==> config.mk <==
export PLATFORM = sky130hd
export DESIGN_NAME = dmem_port_arbiter
export DESIGN_NICKNAME = d
export VERILOG_FILES = /design/src/rtl/dmem_arb_pkg.sv /design/src/rtl/dmem_arb_grant.sv /design/src/rtl/dmem_port_arbiter.sv
export SDC_FILE = /design/constraint.sdc
export NUM_CORES = 1
export LEC_CHECK = 0
export CORE_UTILIZATION = 39
export DETAILED_ROUTE_END_ITERATION = 16
export GPL_TIMING_DRIVEN = 0
export PLACE_DENSITY_LB_ADDON = 0.2
export SLEW_MARGIN = 25
export SYNTH_ARGS = -nofsm -noshare
export SYNTH_HDL_FRONTEND = slang
export SYNTH_HIERARCHICAL = 1
export SYNTH_SLANG_ARGS = --single-unit
==> constraint.sdc <==
create_clock -name clk -period 2 [get_ports clk]
set_clock_uncertainty 0.2 [all_clocks]
set_input_delay 0.4 -clock clk [delete_from_list [all_inputs] [get_ports clk]]
set_output_delay 0.4 -clock clk [all_outputs]
set_load 0.005 [all_outputs]
==> src/rtl/dmem_arb_pkg.sv <==
// Shared types and constants for the data-memory port arbiter.
package dmem_arb_pkg;

    typedef enum logic [1:0] {
        IDLE = 2'd0,
        BUSY = 2'd1,
        RESP = 2'd2
    } arb_state_e;

    typedef logic port_id_t;

    localparam int NUM_PORTS = 2;
    localparam int ERR_RDATA = 0;

endpackage

==> src/rtl/dmem_arb_grant.sv <==
// Combinational grant select between the two requesters.
// DMEM_ARB_RR_EN selects round-robin tie-break; otherwise port 0 always wins a tie.
module dmem_arb_grant
    import dmem_arb_pkg::*;
(
    input  logic [NUM_PORTS-1:0] valid_i,
`ifdef DMEM_ARB_RR_EN
    input  port_id_t             last_i,
`endif
    output logic [NUM_PORTS-1:0] gnt_o
);

    always_comb begin
        gnt_o = '0;
`ifdef DMEM_ARB_RR_EN
        // On a tie, favour the port that was not granted last time.
        if (valid_i[0] && valid_i[1]) begin
            if (last_i == 1'b1) gnt_o[0] = 1'b1;
            else                gnt_o[1] = 1'b1;
        end else begin
            gnt_o = valid_i;
        end
`else
        if (valid_i[0])      gnt_o[0] = 1'b1;
        else if (valid_i[1]) gnt_o[1] = 1'b1;
`endif
    end

endmodule

==> src/rtl/dmem_port_arbiter.sv <==
// Two-port arbiter in front of a single-port data memory, one transaction in flight.
// Build option DMEM_ARB_RR_EN: round-robin tie-break instead of fixed port-0 priority.
//
// Handshake: a requester holds pN_valid with stable fields until pN_ready pulses (capture
// in that cycle, IDLE only); memory side holds m_req until m_ack (data same cycle) or timeout;
// completion is a single-cycle pN_rvalid with rs_rdata/rs_err.
module dmem_port_arbiter
    import dmem_arb_pkg::*;
#(
    parameter int AW          = 32,
    parameter int DW          = 32,
    parameter int TIMEOUT_CYC = 16
) (
    input  logic            clk,
    input  logic            reset_n,
    input  logic            p0_valid,
    input  logic            p0_we,
    input  logic [AW-1:0]   p0_addr,
    input  logic [DW-1:0]   p0_wdata,
    input  logic [DW/8-1:0] p0_be,
    output logic            p0_ready,
    output logic            p0_rvalid,
    input  logic            p1_valid,
    input  logic            p1_we,
    input  logic [AW-1:0]   p1_addr,
    input  logic [DW-1:0]   p1_wdata,
    input  logic [DW/8-1:0] p1_be,
    output logic            p1_ready,
    output logic            p1_rvalid,
    output logic [DW-1:0]   rs_rdata,
    output logic            rs_err,
    output logic            m_req,
    output logic            m_we,
    output logic [AW-1:0]   m_addr,
    output logic [DW-1:0]   m_wdata,
    output logic [DW/8-1:0] m_be,
    input  logic            m_ack,
    input  logic [DW-1:0]   m_rdata,
    output logic            busy,
    output logic [1:0]      dbg_state_o
);

    localparam int BW = DW / 8;
    localparam int CW = (TIMEOUT_CYC > 1) ? $clog2(TIMEOUT_CYC) : 1;
    localparam logic [CW-1:0] CNT_TERM = (TIMEOUT_CYC > 0) ? CW'(TIMEOUT_CYC - 1) : '1;

    arb_state_e           state_q, state_d;
    logic [NUM_PORTS-1:0] valid_vec;
    logic [NUM_PORTS-1:0] gnt;
    logic                 accept;
    logic                 sel1;
    logic                 tmo_hit;

    logic                 we_q;
    logic [AW-1:0]        addr_q;
    logic [DW-1:0]        wdata_q;
    logic [BW-1:0]        be_q;
    port_id_t             port_q;
    logic [CW-1:0]        cnt_q;
    logic [DW-1:0]        rdata_q;
    logic                 err_q;

    assign valid_vec = {p1_valid, p0_valid};

`ifdef DMEM_ARB_RR_EN
    port_id_t last_q;

    dmem_arb_grant u_grant (
        .valid_i (valid_vec),
        .last_i  (last_q),
        .gnt_o   (gnt)
    );

    // Reset value 1 lets port 0 win the first tie.
    always_ff @(posedge clk or negedge reset_n) begin
        if (!reset_n)    last_q <= 1'b1;
        else if (accept) last_q <= sel1;
    end
`else
    dmem_arb_grant u_grant (
        .valid_i (valid_vec),
        .gnt_o   (gnt)
    );
`endif

    assign accept  = (state_q == IDLE) && (|gnt);
    assign sel1    = gnt[1];
    assign tmo_hit = (TIMEOUT_CYC != 0) && (cnt_q == CNT_TERM);

    always_comb begin
        state_d = state_q;
        case (state_q)
            IDLE:    if (accept) state_d = BUSY;
            BUSY:    if (m_ack || tmo_hit) state_d = RESP;
            RESP:    state_d = IDLE;
            default: state_d = IDLE;
        endcase
    end

    always_ff @(posedge clk or negedge reset_n) begin
        if (!reset_n) state_q <= IDLE;
        else          state_q <= state_d;
    end

    always_ff @(posedge clk or negedge reset_n) begin
        if (!reset_n) begin
            we_q    <= 1'b0;
            addr_q  <= '0;
            wdata_q <= '0;
            be_q    <= '0;
            port_q  <= 1'b0;
            cnt_q   <= '0;
            rdata_q <= '0;
            err_q   <= 1'b0;
        end else begin
            if (accept) begin
                we_q    <= sel1 ? p1_we    : p0_we;
                addr_q  <= sel1 ? p1_addr  : p0_addr;
                wdata_q <= sel1 ? p1_wdata : p0_wdata;
                be_q    <= sel1 ? p1_be    : p0_be;
                port_q  <= sel1;
                cnt_q   <= '0;
            end else if (state_q == BUSY && !tmo_hit && cnt_q != '1) begin
                cnt_q <= cnt_q + 1'b1;
            end
            // An ack landing on the terminal count still completes normally.
            if (state_q == BUSY && m_ack) begin
                rdata_q <= we_q ? DW'(ERR_RDATA) : m_rdata;
                err_q   <= 1'b0;
            end else if (state_q == BUSY && tmo_hit) begin
                rdata_q <= DW'(ERR_RDATA);
                err_q   <= 1'b1;
            end
        end
    end

    assign p0_ready    = accept && gnt[0];
    assign p1_ready    = accept && gnt[1];
    assign p0_rvalid   = (state_q == RESP) && (port_q == 1'b0);
    assign p1_rvalid   = (state_q == RESP) && (port_q == 1'b1);
    assign rs_rdata    = (state_q == RESP) ? rdata_q : DW'(ERR_RDATA);
    assign rs_err      = (state_q == RESP) && err_q;
    assign m_req       = (state_q == BUSY);
    assign m_we        = we_q;
    assign m_addr      = addr_q;
    assign m_wdata     = wdata_q;
    assign m_be        = be_q;
    assign busy        = (state_q != IDLE);
    assign dbg_state_o = state_q;

endmodule
After elaboration in Yosys (flattened, before gate mapping):

Index checks and enable logic that the tools add are counted.

* add/subtract/negate cells: 1
* equality and inequality tests: 6
* multiplexer cells: 18
* bitwise gates (word level): 1
* reduce and logical (&&, ||, !) cells: 18

Operator list (count)
* 32-bit two-way mux: 6
* 4-bit two-way mux: 3
* 1-bit logical AND: 10
* 1-bit two-way mux: 6
* 2-bit nonzero test: 3
* 4-bit by 1-bit adder with 4-bit output, second input constant: 1
* 4-bit == test, second input constant: 1
* 2-bit two-way mux: 2
* 4-bit != test, second input constant: 1
* 2-bit one-hot mux with 2 select lines: 1
* 2-bit by 1-bit == test with 1-bit output, second input constant: 1
* 2-bit == test, second input constant: 1
* 2-bit zero test: 1
* 2-bit by 1-bit != test with 1-bit output, second input constant: 1
* 2-bit != test, second input constant: 1
* 2-bit AND reduction: 1
* 2-bit OR reduction: 1
* 1-bit zero test: 1
* 1-bit logical OR: 1
* 1-bit inverter: 1

* flip-flop bits (word level): 109
* input port bits: 175
* output and inout port bits: 110
* word-level logic and storage cells: 53

Logic depth before layout (Yosys ltp):

* depth after elaboration: 6
* mapped depth: 6
* mapped depth without buffers: 4

By module:

Netlist, hierarchy kept.

Modules (own cells, without submodules)
* dmem_port_arbiter: times used 1, cells each 455, area an instance 5063.6 um^2, seq. area each 2727.6 um^2
* dmem_arb_grant: times used 1, cells each 2, area an instance 21.3 um^2, seq. area each 0.0 um^2

Worst setup path before layout:

No wires, ideal clock.

* path type: register -> output
* start point: register state_q[0], in the netlist dbg_state_o[0]
* end point: output port rs_rdata[10]
* arrival time: 1.087 ns
* slack: 0.313 ns
* cell stages (with the launch flop): 4
* buffers on the path: 1
* path through: dfrtp_1 > nor2b_1 > clkbuf_1 > and2_1

* word-level cells in the longest chain between the ends: 2

Ends and longest elaborated chain
* start, declared: RTL line dmem_port_arbiter.sv:47 `arb_state_e state_q, state_d;`
* start signal, assigned: RTL line dmem_port_arbiter.sv:102 `else state_q <= state_d;`
* 2-bit == test: RTL line dmem_port_arbiter.sv:141 `assign rs_rdata = (state_q == RESP) ? rdata_q : DW'(ERR_RDATA);`
* 32-bit two-way mux: RTL line dmem_port_arbiter.sv:141
* end, declared: RTL line dmem_port_arbiter.sv:30 `output logic [DW-1:0] rs_rdata,`

No other way between the ends.

Worst setup path in the final report:

* start point: register state_q[1], in the netlist dbg_state_o[1]
* end point: output port rs_rdata[30]

Same word-level chain as after synthesis.

==> flow_summary_export.csv <==
group,metric,value,unit
outcome,status,"complete, but fails checks",
outcome,violations,"setup timing",
setup_path,crit_fanout,4,
finish,syn2layout_area_growth,73.2,%
setup_path,critPathLaunchType,"flop",
cts,cts_made_buffers,9,
route,drtIter0Drc,250,
setup_path,worstSetupPathType,"reg2out",
die,coreArea,12700,µm²
logic_synthesis,syn_inst,457,
route,firstDrtPassIters,4,
sta,slew_headroom,69.3,%
global_route,track_usage,23.9,%
hold_path,min_path_type,"reg2reg",
sta,finalSetupViolCount,7,
logic_synthesis,syn_avg_cell_area,11.1,µm²
setup_path,worstPathRequired,1.40,ns
finish,nNetsFinal,950,
placed_design,post_dp_cell_area,8170,µm²
finish,fin_util,69.5,%
cts,htree_levels,3,
placed_design,dpl.hpwl,11700,µm
power,p_clk_share,17.8,%
route,wl_per_cell,16.9,µm
logic_synthesis,ys_ff_latch,109,
die,start_util,40.1,%
die,dieHeight,116,µm
cts,cts_tree,"built",
finish,fin_area,8810,µm²
placed_design,globalplace.congestion,0.732,
global_route,grt_first_pass_wirelength,24300,µm
sta,hold_violations,0,
sta,min_period_over_period,105,%
power,seqPwrFrac,36.5,%
logic_synthesis,synth_area,5080,µm²
power,leakagePower,3.82,nW
cts,clkTransAtPathRegs,0.07,ns
setup_path,endpoint_kind,"output port",
setup_path,cpPeakStageDelay,0.40,ns
setup_path,worstPathArrival,1.49,ns
logic_synthesis,yosysSeqAreaShare,53.6,%
cts,clockRootBuffer,"clkbuf_16",
global_route,antenna_found_initial,0,
setup_path,path_cells,"nor2b_4, buf_6, buf_8, buf_6, and2_4, buf_6",
finish,drive_gt1_share,22.0,%
power,p_total,0.0103,W
die,die_area,13500,µm²
logic_synthesis,synthesis.nets,633,
sta,setup_ws,-0.0904,ns
route,vias_per_cell,5.06,
cts,cts_sinks,109,
power,switching_share,32.1,%
setup_path,crit_top_cell,"buf_6",
placed_design,portBuffers,284,
power,combPwrFrac,45.8,%
sta,worst_pin_slew,0.460,ns
global_route,first_global_vias,4809,
route,drc,0,
route,vias,4812,
power,p_int,0.00697,W
die,ioPinCount,285,
sta,slew_violations,0,
die,die_w,116,µm
route,antenna_left,0,
die,rows,41,
sta,rsz0062_at_grt,"true",
logic_synthesis,ys_warn_count,6,
finish,layout_commonest_cell,"clkdlybuf4s50_1",
sta,period_minus_slack,2.09,ns
finish,n_antenna_cell,0,
finish,layout_common_cells,"clkdlybuf4s50_1, o21ai_0, dfrtp_1",
global_route,grt_max_degree,64,
power,powerDensity,1170,nW/µm²
logic_synthesis,synth.distinct_cells,35,
power,vdd_drop_max,0.636,mV
cts,insertion_delay,0.35,ns
job,drv_cap,0,
cts,clockBufferDepth,2,
setup_path,cpMaxStageDelayCell,"dfrtp_1",
finish,final.fill_count,949,
sta,max_clock_freq,478,MHz
global_route,grt_overflow_total,0,
route,wirelength,16100,µm
sta,tns,-0.403,ns
power,p_sw,0.00330,W
[synthesized netlist by cell type]
library cell	number	area, µm²
dfrtp_1	109	2730
ha_1	1	12.5
nor2b_1	2	12.5
o21ai_2	1	8.76
a21o_1	1	7.51
and4_1	1	8.76
nor2_2	1	6.26
inv_1	3	11.3
nand2b_4	1	13.8
nor3_1	2	10.0
and2_1	35	219
a21oi_1	1	5.00
clkbuf_2	2	10.0
nand2_1	2	7.51
clkbuf_1	22	82.6
inv_2	2	7.51
nand3_1	2	10.0
nor2b_4	1	13.8
a22o_2	29	290
nand2_2	1	6.26
a31o_2	2	17.5
a2bb2oi_1	1	8.76
and3_1	1	6.26
buf_2	10	50.1
nor4_1	1	6.26
nor3b_4	1	18.8
o21ai_1	16	80.1
nor2_1	2	7.51
buf_6	4	45.0
o21ai_0	124	621
a22o_1	3	26.3
nor2_4	1	11.3
mux2i_1	70	701
buf_4	1	7.51
o21a_1	1	7.51
[registers in the layout, indices dropped and copies added (netlist names)]
signal and count:
m_we 1, m_addr 32, cnt_q 4, rdata_q 32, err_q 1, dbg_state_o 2
port_q 1, m_wdata 32, m_be 4
[area by class of cell]
class / instances / area [µm²] / area share (%)
Timing Repair Buffer: 306 / 3040 / 34.5
Tap cell: 172 / 215 / 2.44
Multi-Input combinational cell: 305 / 2240 / 25.5
Inverter: 5 / 26.3 / 0.298
Clock buffer: 13 / 260 / 2.95
Buffer: 38 / 251 / 2.86
Clock inverter: 3 / 43.8 / 0.497
Sequential cell: 109 / 2730 / 31.0
[final timing paths]
path                                start            to  slack [ns]  cells after the start
hold / removal                rdata_q[20]   rdata_q[20]        0.30                      1
min in group asynchronous         reset_n   m_wdata[16]        0.36                      2
max in group asynchronous         reset_n          m_we        0.56                      3
hold reg to reg               rdata_q[20]   rdata_q[20]        0.30                      1
setup / recovery           dbg_state_o[1]  rs_rdata[30]       -0.09                      6
setup reg to reg           dbg_state_o[1]   rdata_q[23]        0.17                      6
[cell families (layout without fill, tap and decap cells)]
family,count (synthesis),after routing,share of synthesized area (%)
compound gates,179,179,21.1
flops,109,109,53.6
mux,70,70,13.8
simple gates,54,55,7.04
buf+inv,44,365,4.21
fa+ha+maj,1,1,0.246
[stage by stage]
step	setup slack, ns	hold slack, ns	std cells
floorplan	0.313	-0.0956	457
detailed placement	-0.786	0.161	914
CTS	-0.107	0.298	951
finish	-0.0904	0.298	951
global route	-0.139	0.312	951
global placement	-3.65	0.274	913
[repair_timing]
action | in CTS | in global routing
setup endpoints to repair | 95 | 56
pin swaps | 28 | 0
hold buffers | 1 | 0
setup buffers | 17 | 1
gates cloned | 4 | 0
hold endpoints to repair | 46 | 0
gates resized for setup | 218 | 36
[layer usage]
layer  up-vias  share of wire, %  global-route usage, %
li1       2284                 -                      -
met1      2298                38                   26.0
met2       201                51                   42.7
met3        29               8.6                   7.78
met4         0               2.4                   10.2
met5         -                 0                      0
[power groups by stage]
stage | Clock, W | Sequential (W) | Combinational, W
2_1_floorplan | 0 | 0.00372 | 0.00167
3_3_place_gp | 0 | 0.00369 | 0.00422
3_5_place_dp | 0 | 0.00375 | 0.00433
4_1_cts | 0.00187 | 0.00372 | 0.00467
5_1_grt | 0.00196 | 0.00386 | 0.00513
6_report | 0.00183 | 0.00375 | 0.00470
[critical path: cells and delay by family (launching register included)]
kind                   cells  cell delay (ns)
buffers and inverters      4             0.46
DFF                        1             0.40
and+or+nand+nor            2             0.29
(Power assumes the default switching activity.)
